==> src/rtl/debounce_bank.sv <==
// Multi-channel push-button conditioner: per-channel 2-stage synchronizer,
// 4-state debounce FSM with glitch abort, registered press/release strobes
// and an optional hold-to-repeat strobe.
//
// state      | meaning
// -----------+-----------------------------------------------------
// OFF        | committed released level, waiting for a high sample
// BEFORE_ON  | counting stable high samples before committing press
// ON         | committed pressed level, hold/repeat timing active
// BEFORE_OFF | counting stable low samples before committing release
module debounce_bank #(
   parameter int NUM_BTN      = 5,
   parameter int WAIT_COUNT   = 3,
   parameter bit REPEAT_EN    = 1'b1,
   parameter int HOLD_COUNT   = 1000,
   parameter int REPEAT_COUNT = 250
) (
   input  logic               CLOCK,
   input  logic               CPU_RESET,
   input  logic [NUM_BTN-1:0] BTN_IN,
   output logic [NUM_BTN-1:0] BTN_OUT,
   output logic [NUM_BTN-1:0] BTN_PRESS,
   output logic [NUM_BTN-1:0] BTN_RELEASE,
   output logic [NUM_BTN-1:0] BTN_REPEAT,
   output logic               ANY_ON
);

   typedef enum logic [1:0] {OFF, BEFORE_ON, ON, BEFORE_OFF} state_t;

   localparam int CNT_W    = $clog2(WAIT_COUNT) + 1;
   localparam int RPT_MAX  = (HOLD_COUNT > REPEAT_COUNT) ? HOLD_COUNT : REPEAT_COUNT;
   localparam int RPT_W    = $clog2(RPT_MAX) + 1;
   localparam logic [CNT_W-1:0] CNT_LAST  = CNT_W'(WAIT_COUNT - 1);
   localparam logic [RPT_W-1:0] HOLD_LAST = RPT_W'(HOLD_COUNT - 1);
   localparam logic [RPT_W-1:0] REP_LAST  = RPT_W'(REPEAT_COUNT - 1);

   for (genvar i = 0; i < NUM_BTN; i++) begin : g_ch
      logic [1:0]       sync;
      logic             s;
      state_t           state, state_nxt;
      logic [CNT_W-1:0] cnt, cnt_nxt;
      logic             press_nxt, release_nxt;
      logic             out_r, press_r, release_r;

      assign s = sync[1];

      // Two-flop synchronizer for the asynchronous raw button.
      always_ff @(posedge CLOCK or posedge CPU_RESET) begin
         if (CPU_RESET) sync <= 2'b00;
         else           sync <= {sync[0], BTN_IN[i]};
      end

      // Debounce next-state, counter and strobe decode.
      always_comb begin
         state_nxt   = state;
         cnt_nxt     = cnt;
         press_nxt   = 1'b0;
         release_nxt = 1'b0;
         case (state)
            OFF: begin
               if (s) begin
                  state_nxt = BEFORE_ON;
                  cnt_nxt   = '0;
               end
            end
            BEFORE_ON: begin
               if (!s) begin
                  state_nxt = OFF;
                  cnt_nxt   = '0;
               end else if (cnt == CNT_LAST) begin
                  state_nxt = ON;
                  press_nxt = 1'b1;
               end else begin
                  cnt_nxt = cnt + CNT_W'(1);
               end
            end
            ON: begin
               if (!s) begin
                  state_nxt = BEFORE_OFF;
                  cnt_nxt   = '0;
               end
            end
            BEFORE_OFF: begin
               if (s) begin
                  state_nxt = ON;
               end else if (cnt == CNT_LAST) begin
                  state_nxt   = OFF;
                  release_nxt = 1'b1;
               end else begin
                  cnt_nxt = cnt + CNT_W'(1);
               end
            end
            default: begin
               state_nxt = OFF;
               cnt_nxt   = '0;
            end
         endcase
      end

      // State, counter and registered level/strobe outputs.
      always_ff @(posedge CLOCK or posedge CPU_RESET) begin
         if (CPU_RESET) begin
            state     <= OFF;
            cnt       <= '0;
            out_r     <= 1'b0;
            press_r   <= 1'b0;
            release_r <= 1'b0;
         end else begin
            state     <= state_nxt;
            cnt       <= cnt_nxt;
            out_r     <= (state_nxt == ON) || (state_nxt == BEFORE_OFF);
            press_r   <= press_nxt;
            release_r <= release_nxt;
         end
      end

      if (REPEAT_EN) begin : g_rpt
         logic [RPT_W-1:0] hold_cnt;
         logic             rpt_phase;
         logic             rpt_r;
         logic             term;

         // First terminal is the initial hold, then the repeat period.
         assign term = rpt_phase ? (hold_cnt == REP_LAST) : (hold_cnt == HOLD_LAST);

         // Hold/repeat timer; only runs while committed ON and staying ON.
         always_ff @(posedge CLOCK or posedge CPU_RESET) begin
            if (CPU_RESET) begin
               hold_cnt  <= '0;
               rpt_phase <= 1'b0;
               rpt_r     <= 1'b0;
            end else if (state != ON) begin
               hold_cnt  <= '0;
               rpt_phase <= 1'b0;
               rpt_r     <= 1'b0;
            end else if (s && term) begin
               hold_cnt  <= '0;
               rpt_phase <= 1'b1;
               rpt_r     <= 1'b1;
            end else begin
               rpt_r <= 1'b0;
               if (!term) hold_cnt <= hold_cnt + RPT_W'(1);
            end
         end

         assign BTN_REPEAT[i] = rpt_r;
      end else begin : g_no_rpt
         assign BTN_REPEAT[i] = 1'b0;
      end

      assign BTN_OUT[i]     = out_r;
      assign BTN_PRESS[i]   = press_r;
      assign BTN_RELEASE[i] = release_r;
   end

   assign ANY_ON = |BTN_OUT;

endmodule
==> config.mk <==
export PLATFORM = sky130hd
export DESIGN_NAME = debounce_bank
export DESIGN_NICKNAME = d
export VERILOG_FILES = /design/src/rtl/debounce_bank.sv
export SDC_FILE = /design/constraint.sdc
export NUM_CORES = 1
export LEC_CHECK = 0
export BUFFER_PORTS_ARGS = -buffer_cell sky130_fd_sc_hd__buf_2
export CAP_MARGIN = 25
export CORE_MARGIN = 10
export CORE_UTILIZATION = 40
export CTS_BUF_LIST = sky130_fd_sc_hd__clkbuf_2
export DETAILED_ROUTE_END_ITERATION = 10
export PLACE_DENSITY_LB_ADDON = 0.08
export RECOVER_POWER = 100
export SETUP_SLACK_MARGIN = 0.5
export SLEW_MARGIN = 20
export SYNTH_ARGS = -nofsm -noshare
export SYNTH_HDL_FRONTEND = slang
export SYNTH_SLANG_ARGS = --single-unit
==> constraint.sdc <==
create_clock -name CLOCK -period 4.6 [get_ports CLOCK]
set_input_delay 0.92 -clock CLOCK [delete_from_list [all_inputs] [get_ports CLOCK]]
set_output_delay 0.92 -clock CLOCK [all_outputs]
set_load 0.1 [all_outputs]
==> results.cfg, run 1 <==
[sta]
grt_setup_unrepaired = no
period_share = 0.713
finalWorstPathRequiredPeriod_ns = 3.28
clock.fmax_mhz = 305
drv_slew = 52
worst_clock_skew_ns = 0.0337
hold_viol = 0
tightest_slew_ns = 2.26
setup-tns-final_ns = 0
setup_violations = 0
layout_setup_ws_ns = 1.32
slew_headroom = -0.517
timing.hold.ws_ns = 0.363

[synthesis]
synth_top_cell_by_area = sky130_fd_sc_hd__dfrtp_1
synth-seq-cells = 112
mappedNetlistArea_um2 = 5570
synth-edff-count = 0
synth.yosys.seq_area_share = 0.504
synth_area_leaders = sky130_fd_sc_hd__dfrtp_1 50%, sky130_fd_sc_hd__nor2_1 4.2%, sky130_fd_sc_hd__xor2_1 3.5%
synth_flop_cell = sky130_fd_sc_hd__dfrtp_1
post_synth.cell_area_avg_um2 = 9.92
synth_common_cells = 112 x sky130_fd_sc_hd__dfrtp_1, 62 x sky130_fd_sc_hd__nor2_1, 50 x sky130_fd_sc_hd__nand2_1, 30 x sky130_fd_sc_hd__nand3_1, 24 x sky130_fd_sc_hd__nor3_1
synth_fp_nets = 583
yosys.area.top_type_share = 0.504
synthDistinctLibCells = 58
cells_after_synthesis = 561
synth-async-reset-ratio = 1.00
synth.yosys.warnings = 0
synth_most_common_cell = sky130_fd_sc_hd__dfrtp_1

[die]
die_width_um = 138
dieHeight_um = 138
placeableCoreArea_um2 = 13800
boundaryPins = 28
dieArea_um2 = 19000
rows = 43
initial_utilization = 0.404

[setup_path]
regToRegEndpoint = g_ch[1].g_rpt.hold_cnt[7]$_DFFE_PP0P_
critical_path.slowest_cell = sky130_fd_sc_hd__clkbuf_1
cpPeakStageDelay_ns = 0.88
crit_path_max_fanout = 11
ff2ff_setup_slack_ns = 1.57
timing.critical_path.to = ANY_ON
crit-reg2reg-launch = g_ch[1].g_rpt.hold_cnt[8]$_DFFE_PP0P_
worst_setup_path_startpoint = g_ch[1].out_r$_DFF_PP0_
worstRegToRegCells = 5
worstPathCellList = nor3_1 > nand2_1 > clkbuf_1
critPathRequiredTime_ns = 3.68
worst_path_class_setup = flop to primary output
worstSetupStartpointType = flop
setup.worst_path.end_class = primary output
critPathArrivalTime_ns = 2.36

[pwr]
power_mw = 2.54
pwr_density_cell_nw_per_um2 = 439
p_leak_nw = 2.46
ir_worst_vdd_mv = 0.251

[status]
result_of_the_run = complete, but fails checks
violations = max-capacitance violations, max-slew violations

[worst_hold_path]
hold_path_class = input pin to flop
worst_hold_path_cell_count = 1

[placed_design]
worst_slack_at_placement_ns = 2.06
placedInstanceArea_um2 = 5720
io_buffers = 27
place_hpwl_mm = 7.06
place.gp.congestion = 0.830
dp.cells = 733

[cells_and_area]
layout-drive-gt1-share = 0.0719
instances_no_fill = 751
num-fill-cells = 1384
net_count_of_the_finished_layout = 587
final_core_util = 0.420
summed_area_of_non_filler_cells_in_the_final_layout_um2 = 5780
synthesis_to_finish_area_growth_pct = 3.87

[global_route]
first_global_vias = 3746
number_of_antenna_violations_at_the_first_check_in_global_routing = 1
gr-usage-all-layers = 0.117
grt_pass1_wl_mm = 18.1
grt.overflow.total = 0
grt_max_degree = 52

[clock_network]
clkSlewWorstSetupHoldPaths_ns = 0.30
cts_max_path_buffers = 2
cts_resized = 0
cts_max_level = 3
cts.repair_timing.setup_buffer_count = 0
clock_root_cell = sky130_fd_sc_hd__clkbuf_2
numCtsBuffers = 9
cts_tree = built
clock_sinks = 112
insertion_delay_ns = 0.63
post_cts_hold_buffer_count = 0

[drt]
drtIter0Drc = 319
avgRoutedWirePerCell_um = 13.8
routed-via-count = 3832
drt_pass1_iterations = 5
route.final.wire_length_mm = 10.4
drc_violations_left = 0
ant_nets = 0
avgViaCountPerCell = 5.10

[run]
maxCapViolations = 1
[state kept, by name, indices dropped and copies added (netlist names)]
register / cells
g_ch.g_rpt.hold_cnt: 55
g_ch.cnt: 15
g_ch.sync: 10
g_ch.state: 7
g_ch.g_rpt.rpt_phase: 5
g_ch.g_rpt.rpt_r: 5
g_ch.out_r: 5
g_ch.press_r: 5
g_ch.release_r: 5
[kinds of logic after synthesis]
family                   Yosys count  share of synthesized area
multiplexers                       8                     0.0160
AO/OA/AOI/OAI                     78                     0.0969
buffers and inverters             54                     0.0517
XOR/XNOR                          39                     0.0614
AND/OR/NAND/NOR                  255                      0.237
flip-flops                       112                      0.504
adder cells (fa/ha/maj)           15                     0.0337
[power breakdown]
part           total, mW  switching, mW  internal, mW
clock network      0.456          0.328         0.129
registers           1.31          0.186          1.12
logic              0.777          0.541         0.236
total               2.54           1.06          1.48
[worst max-delay path: cells and delay by family (launching register included)]
kind / cells / cell delay, ns
buffers and inverters: 1 / 0.88
DFF: 1 / 0.62
and+or+nand+nor: 2 / 0.24
[layer usage]
layer / routed length [µm] / part of all wire / track usage / vias up
met5: 0 / 0 / 0 / -
met3: 453 / 0.044 / 0.0377 / 10
met1: 5080 / 0.49 / 0.156 / 1837
met2: 4700 / 0.45 / 0.178 / 62
li1: - / - / - / 1923
met4: 113 / 0.011 / 0.0324 / 0
[cell type report]
class | count | area [µm²] | area share
clock inverter | 6 | 70.1 | 0.0121
tap | 180 | 225 | 0.0390
clock buffer | 10 | 50.0 | 0.00866
sequential | 112 | 2800 | 0.485
antenna | 1 | 2.50 | 0.000433
inverter | 16 | 61.3 | 0.0106
multi-input combinational | 395 | 2440 | 0.422
timing repair buffer | 31 | 128 | 0.0221
[worst min-delay path by stage]
stage	startpoint	to	slack [ns]
floorplan	g_ch[0].sync[0]$_DFF_PP0_	g_ch[0].sync[1]$_DFF_PP0_	0.33
global placement	g_ch[3].sync[0]$_DFF_PP0_	g_ch[3].sync[1]$_DFF_PP0_	0.33
detailed placement	g_ch[2].sync[0]$_DFF_PP0_	g_ch[2].sync[1]$_DFF_PP0_	0.33
CTS	CPU_RESET	g_ch[2].cnt[2]$_DFFE_PP0P_	0.28
global route	BTN_IN[3]	g_ch[3].sync[0]$_DFF_PP0_	0.25
finish	BTN_IN[3]	g_ch[3].sync[0]$_DFF_PP0_	0.36
[cells in the final DEF, fill, tap and decap left out, types with 5 or more instances in the layout]
master and count:
sky130_fd_sc_hd__mux2_2 6, sky130_fd_sc_hd__a21o_1 8, sky130_fd_sc_hd__xnor2_1 17, sky130_fd_sc_hd__nor2b_1 14, sky130_fd_sc_hd__buf_2 6, sky130_fd_sc_hd__clkbuf_2 10, sky130_fd_sc_hd__nand3b_1 6, sky130_fd_sc_hd__nand3_1 30
sky130_fd_sc_hd__xor2_1 22, sky130_fd_sc_hd__a21oi_1 9, sky130_fd_sc_hd__nand4_1 7, sky130_fd_sc_hd__a22o_1 6, sky130_fd_sc_hd__ha_1 15, sky130_fd_sc_hd__o21ai_0 31, sky130_fd_sc_hd__clkbuf_1 24, sky130_fd_sc_hd__and3_1 6
sky130_fd_sc_hd__inv_1 15, sky130_fd_sc_hd__nor3b_1 9, sky130_fd_sc_hd__nor3_1 24, sky130_fd_sc_hd__nand2_1 50, sky130_fd_sc_hd__o31ai_1 5, sky130_fd_sc_hd__or3_1 8, sky130_fd_sc_hd__nor2_1 62, sky130_fd_sc_hd__dfrtp_1 112
sky130_fd_sc_hd__nand2b_1 10
Note: power is estimated with default switching activity, not from simulation.
==> inputs of run 2 (changes only) <==
ABC_AREA = 1   (was not set)
clock period = 3.16 ns   (was 4.6 ns; I/O delays follow)
==> run 2 against run 1 <==
- the flow now finishes without violations
- cell count is 23% higher
- register-to-register slack got worse by 0.22 ns
- global-route usage is 0.32 points higher
- non-clock buffer count grew 2
- design area is 6.8% higher
- sequential power increased by 36%
- setup slack worse by 0.82 ns
- critical path type unchanged
- largest cell class unchanged
==> results.cfg, run 2 <==
[status]
result_of_the_run = finished clean

[sta]
setup-tns-final_ns = 0
grt_setup_unrepaired = no
setup_violations = 0
finalWorstPathRequiredPeriod_ns = 2.66
drv_slew = 0
tightest_slew_ns = 1.28
slew_headroom = 0.146
hold_viol = 0
clock.fmax_mhz = 376
period_share = 0.841
worst_clock_skew_ns = 0.0289

[synthesis]
synth-edff-count = 0
synth-seq-cells = 112
cells_after_synthesis = 714
synth.yosys.warnings = 0
synth_flop_cell = sky130_fd_sc_hd__dfrtp_1
mappedNetlistArea_um2 = 5920
synth_common_cells = 154 x sky130_fd_sc_hd__nand2_1, 112 x sky130_fd_sc_hd__dfrtp_1, 90 x sky130_fd_sc_hd__inv_1, 84 x sky130_fd_sc_hd__nor2_1, 37 x sky130_fd_sc_hd__nand3_1
yosys.area.top_type_share = 0.474
synth.yosys.seq_area_share = 0.474
post_synth.cell_area_avg_um2 = 8.29
synth_area_leaders = sky130_fd_sc_hd__dfrtp_1 47%, sky130_fd_sc_hd__nand2_1 9.8%, sky130_fd_sc_hd__inv_1 5.7%
synthDistinctLibCells = 39
synth-async-reset-ratio = 1.00
synth_top_cell_by_area = sky130_fd_sc_hd__dfrtp_1
synth_most_common_cell = sky130_fd_sc_hd__nand2_1
synth_fp_nets = 736

[drt]
drc_violations_left = 0
drt_pass1_iterations = 5
drtIter0Drc = 296
ant_nets = 0
avgViaCountPerCell = 4.81
avgRoutedWirePerCell_um = 12.4
route.final.wire_length_mm = 11.5
routed-via-count = 4452

[die]
dieHeight_um = 142
boundaryPins = 28
initial_utilization = 0.407
rows = 44
placeableCoreArea_um2 = 14500
dieArea_um2 = 20100
die_width_um = 142

[pwr]
pwr_density_cell_nw_per_um2 = 593
power.internal_mw = 2.15
seqPwrFrac = 0.488
total_switching_power_mw = 1.51
ir_worst_vdd_mv = 0.364
power_frac_comb = 0.315
switching_share = 0.413
p_leak_nw = 3.01
clock_network_fraction_of_design_power = 0.197

[clock_network]
cts.repair_timing.setup_buffer_count = 0
cts_resized = 0
clock_root_cell = sky130_fd_sc_hd__clkbuf_2
insertion_delay_ns = 0.61
clock_sinks = 112
cts_tree = built
numCtsBuffers = 9
cts_max_path_buffers = 2
cts_max_level = 3
clkSlewWorstSetupHoldPaths_ns = 0.29

[placed_design]
place_hpwl_mm = 8.67
io_buffers = 27
place.gp.congestion = 0.909
placedInstanceArea_um2 = 6180

[worst_hold_path]
hold_path_class = input pin to flop

[global_route]
grt_pass1_wl_mm = 20.1
grt_max_degree = 37
number_of_antenna_violations_at_the_first_check_in_global_routing = 0
grt.overflow.total = 0
first_global_vias = 4381
gr-usage-all-layers = 0.120

[cells_and_area]
largest_register = g_ch.g_rpt.hold_cnt
num-fill-cells = 1553
layout.cells.most_common = sky130_fd_sc_hd__nand2_1
diodes = 0
largest_register_ff_count = 55
final_core_util = 0.425
synthesis_to_finish_area_growth_pct = 4.33
final_cell_mix = 162 x sky130_fd_sc_hd__nand2_1, 112 x sky130_fd_sc_hd__dfrtp_1, 93 x sky130_fd_sc_hd__inv_1
net_count_of_the_finished_layout = 760
layout_top_registers = g_ch.g_rpt.hold_cnt: 55 flops, g_ch.cnt: 15 flops, g_ch.sync: 10 flops
summed_area_of_non_filler_cells_in_the_final_layout_um2 = 6170
layout-drive-gt1-share = 0.0903

[setup_path]
crit_path_max_fanout = 5
cpPeakStageDelay_ns = 0.91
critPathArrivalTime_ns = 2.03
critPathRequiredTime_ns = 2.53
crit_buf_inv = 1
worst_path_class_setup = flop to primary output
worstPathCellList = clkbuf_1
cell_class_contributing_the_biggest_share_of_worst_path_delay = buffers and inverters
critical_path.slowest_cell = sky130_fd_sc_hd__clkbuf_1
worstSetupStartpointType = flop
setup.worst_path.end_class = primary output

[run]
maxCapViolations = 0
[run 2: worst register-to-register path, stage by stage, from the launching register on]
cell and delay (ns):
sky130_fd_sc_hd__dfrtp_1 0.50, sky130_fd_sc_hd__nand2_1 0.18, sky130_fd_sc_hd__o21ai_0 0.24, sky130_fd_sc_hd__nand2_2 0.06
sky130_fd_sc_hd__nor2_1 0.31, sky130_fd_sc_hd__inv_1 0.13, sky130_fd_sc_hd__nand2_1 0.20, sky130_fd_sc_hd__o21ai_0 0.12
[run 2: cell type report]
| type | count | area [µm²] | share of cell area |
|---|---|---|---|
| clock buffers | 10 | 50.0 | 0.00811 |
| clock inverters | 5 | 81.3 | 0.0132 |
| inverters | 105 | 395 | 0.0640 |
| multi-input cells | 477 | 2430 | 0.394 |
| flip-flops and latches | 112 | 2800 | 0.454 |
| well taps | 184 | 230 | 0.0373 |
| repair buffers | 33 | 184 | 0.0298 |
[run 2: cell families after synthesis]
family,Yosys count,share of synthesized area
and+or+nand+nor,368,0.301
buffers and inverters,125,0.0920
DFF,112,0.474
AOI/OAI and AO/OA,75,0.0734
xor gates and xnor gates,19,0.0281
adders and majority gates,15,0.0317
[run 2: through the flow]
step	hold WS, ns	setup WS (ns)	std cells	total power, mW
finish	0.104	0.502	926	3.66
global route	0.00675	0.356	926	3.96
CTS	0.0130	0.649	924	3.79
detailed placement	0.337	1.43	908	3.04
global placement	0.334	1.42	908	3.01
floorplan	0.331	1.17	714	2.80
[run 2: power by group through the flow]
stage                     sequential, mW  clock (mW)  combinational, mW
after global routing                1.82       0.826               1.31
after CTS                           1.79       0.773               1.23
after global placement              1.81           0               1.20
after detailed placement            1.82           0               1.22
after floorplan                     1.77           0               1.03
final                               1.78       0.721               1.15
[run 2: worst paths after layout]
check / end / start / cells past startpoint / slack (ns)
setup / recovery: BTN_OUT[1] / g_ch[1].out_r$_DFF_PP0_ / 1 / 0.50
setup reg to reg: g_ch[4].g_rpt.hold_cnt[6]$_DFFE_PP0P_ / g_ch[4].g_rpt.hold_cnt[3]$_DFFE_PP0P_ / 7 / 1.35
hold reg to reg: g_ch[0].sync[1]$_DFF_PP0_ / g_ch[0].sync[0]$_DFF_PP0_ / 0 / 0.39
hold / removal: g_ch[2].sync[0]$_DFF_PP0_ / BTN_IN[2] / 1 / 0.10
min in group asynchronous: g_ch[0].cnt[2]$_DFFE_PP0P_ / CPU_RESET / 3 / 0.70
max in group asynchronous: g_ch[1].g_rpt.hold_cnt[7]$_DFFE_PP0P_ / CPU_RESET / 4 / 0.82
[run 2: timing repair]
item,4_1_cts,5_1_grt
hold buffers,1,2
hold endpoints to repair,19,2
setup endpoints to repair,0,0
[run 2: metal layers]
| layer | vias up | track usage | part of all wire |
|---|---|---|---|
| li1 | 2296 | - | - |
| met1 | 2104 | 0.156 | 0.49 |
| met2 | 47 | 0.186 | 0.45 |
| met3 | 5 | 0.0431 | 0.043 |
| met4 | 0 | 0.0274 | 0.0079 |
| met5 | - | 0 | 0 |
==> inputs of run 3 (changes only) <==
clock period = 2.2 ns   (was 3.16 ns; I/O delays follow)
==> run 3 against run 2 <==
- critical path depth increased by 2
- setup slack got worse by 0.33 ns
- cell count grew 0.97%
- first-iteration DRC count is 19% lower
- die area is the same
==> results.cfg, run 3 (synthesized netlist as in run 2, its figures left out) <==
[die]
die_width_um = 142
placeableCoreArea_um2 = 14500
rows = 44
boundaryPins = 28
dieArea_um2 = 20100
dieHeight_um = 142
initial_utilization = 0.407

[clock_network]
insertion_delay_ns = 0.60
cts_max_path_buffers = 2
clock_sinks = 112
numCtsBuffers = 9
cts_tree = built
cts_max_level = 3
clkSlewWorstSetupHoldPaths_ns = 0.27
clock_root_cell = sky130_fd_sc_hd__clkbuf_2

[global_route]
grt_max_degree = 68
grt_pass1_wl_mm = 20.9
first_global_vias = 4471
gr-usage-all-layers = 0.124
grt.overflow.total = 0
number_of_antenna_violations_at_the_first_check_in_global_routing = 0

[sta]
period_share = 0.922
setup_violations = 0
hold_viol = 0
worst_clock_skew_ns = 0.0226
clock.fmax_mhz = 493
grt_setup_unrepaired = yes
setup-tns-final_ns = 0
slew_headroom = 0.0191
drv_slew = 0
finalWorstPathRequiredPeriod_ns = 2.03
tightest_slew_ns = 1.47

[setup_path]
worstPathCellList = nor3_4 > nand3_2 > buf_6
worstSetupStartpointType = flop
setup.worst_path.end_class = primary output
worst_path_class_setup = flop to primary output
cpPeakStageDelay_ns = 0.47
critPathRequiredTime_ns = 1.76
critical_path.slowest_cell = sky130_fd_sc_hd__dfrtp_1
crit_path_max_fanout = 2
critPathArrivalTime_ns = 1.59

[pwr]
p_leak_nw = 3.10
pwr_density_cell_nw_per_um2 = 867
ir_worst_vdd_mv = 0.392

[cells_and_area]
layout_top_registers = g_ch.g_rpt.hold_cnt: 55 flops, g_ch.cnt: 15 flops, g_ch.sync: 10 flops
largest_register_ff_count = 55
layout.cells.most_common = sky130_fd_sc_hd__nand2_1
synthesis_to_finish_area_growth_pct = 6.53
layout.area.seq_um2 = 2800
footprint_of_the_multi_input_gates_um2 = 2460
final_cell_mix = 160 x sky130_fd_sc_hd__nand2_1, 112 x sky130_fd_sc_hd__dfrtp_1, 93 x sky130_fd_sc_hd__nor2_1
instances_no_fill = 935
largest_register = g_ch.g_rpt.hold_cnt
num-fill-cells = 1513
layout-drive-gt1-share = 0.124
final_core_util = 0.434
diodes = 0
net_count_of_the_finished_layout = 768

[drt]
avgRoutedWirePerCell_um = 12.5
drtIter0Drc = 240
drc_violations_left = 0
route.final.wire_length_mm = 11.7
ant_nets = 0
routed-via-count = 4476
drt_pass1_iterations = 5
avgViaCountPerCell = 4.79

[placed_design]
place.gp.congestion = 0.850
place_hpwl_mm = 8.64
io_buffers = 27
dp.cells = 908

[worst_hold_path]
hold_path_class = flop to flop

[run]
maxCapViolations = 0

[status]
result_of_the_run = finished clean
[run 3: cell types whose count changed in the layout (fill, tap and decap cells not counted), moves of 3 or more]
cell / before / now
sky130_fd_sc_hd__clkinv_1: 0 / 4
sky130_fd_sc_hd__clkbuf_1: 21 / 3
sky130_fd_sc_hd__clkbuf_4: 0 / 3
sky130_fd_sc_hd__buf_4: 0 / 3
sky130_fd_sc_hd__clkbuf_2: 11 / 25
sky130_fd_sc_hd__dlygate4sd3_1: 3 / 6
[run 3: final cells by class]
| class | count | share of cell area |
|---|---|---|
| repair buffers | 41 | 0.0411 |
| flip-flops and latches | 112 | 0.445 |
| multi-input cells | 477 | 0.391 |
| clock inverters | 7 | 0.0175 |
| well taps | 184 | 0.0365 |
| inverters | 105 | 0.0627 |
| clock buffers | 9 | 0.00714 |
[run 3: layer usage]
layer,part of all wire,vias to the layer above,global-route usage
met1,0.48,2102,0.154
met4,0.0093,0,0.0290
li1,-,2327,-
met5,0,-,0
met3,0.029,6,0.0384
met2,0.48,41,0.207
[run 3: worst paths after layout]
path	startpoint	to	slack (ns)	cells past startpoint
min	g_ch[0].sync[0]$_DFF_PP0_	g_ch[0].sync[1]$_DFF_PP0_	0.39	0
max	g_ch[2].out_r$_DFF_PP0_	ANY_ON	0.17	3
min reg2reg	g_ch[0].sync[0]$_DFF_PP0_	g_ch[0].sync[1]$_DFF_PP0_	0.39	0
min in group asynchronous	CPU_RESET	g_ch[2].cnt[2]$_DFFE_PP0P_	0.71	4
max reg2reg	g_ch[2].sync[1]$_DFF_PP0_	g_ch[2].cnt[0]$_DFFE_PP0P_	0.50	4
max in group asynchronous	CPU_RESET	g_ch[3].cnt[1]$_DFFE_PP0P_	0.40	4
[run 3: worst max-delay path: cells and delay by family (launching register included)]
family	cells	cell delay, ns
buffers and inverters	1	0.19
flip-flops	1	0.47
AND/OR/NAND/NOR	2	0.32
[run 3: what timing repair did]
| action | 4_1_cts | 5_1_grt |
|---|---|---|
| endpoints found under the setup margin | 21 | 21 |
| buffers inserted | 3 | 2 |
| resized for setup | 64 | 14 |
| hold endpoints to repair | 117 | 0 |
| hold buffers | 6 | 0 |
| pin swaps | 1 | 0 |
[run 3: power by group]
group          switching, mW  leakage, nW  internal [mW]  total [mW]
combinational           1.28         1.51          0.488        1.77
sequential             0.250         1.51           2.31        2.56
clock                  0.655       0.0886          0.480        1.14
[run 3: stage by stage]
step	setup slack, ns	area, µm²	hold slack [ns]	power [mW]
5_1_grt	0.0317	6300	0.349	5.91
2_1_floorplan	0.403	5930	0.331	4.03
3_3_place_gp	0.551	6180	0.334	4.33
6_report	0.172	6300	0.388	5.47
3_5_place_dp	0.530	6180	0.335	4.35
4_1_cts	0.0699	6640	0.356	5.73
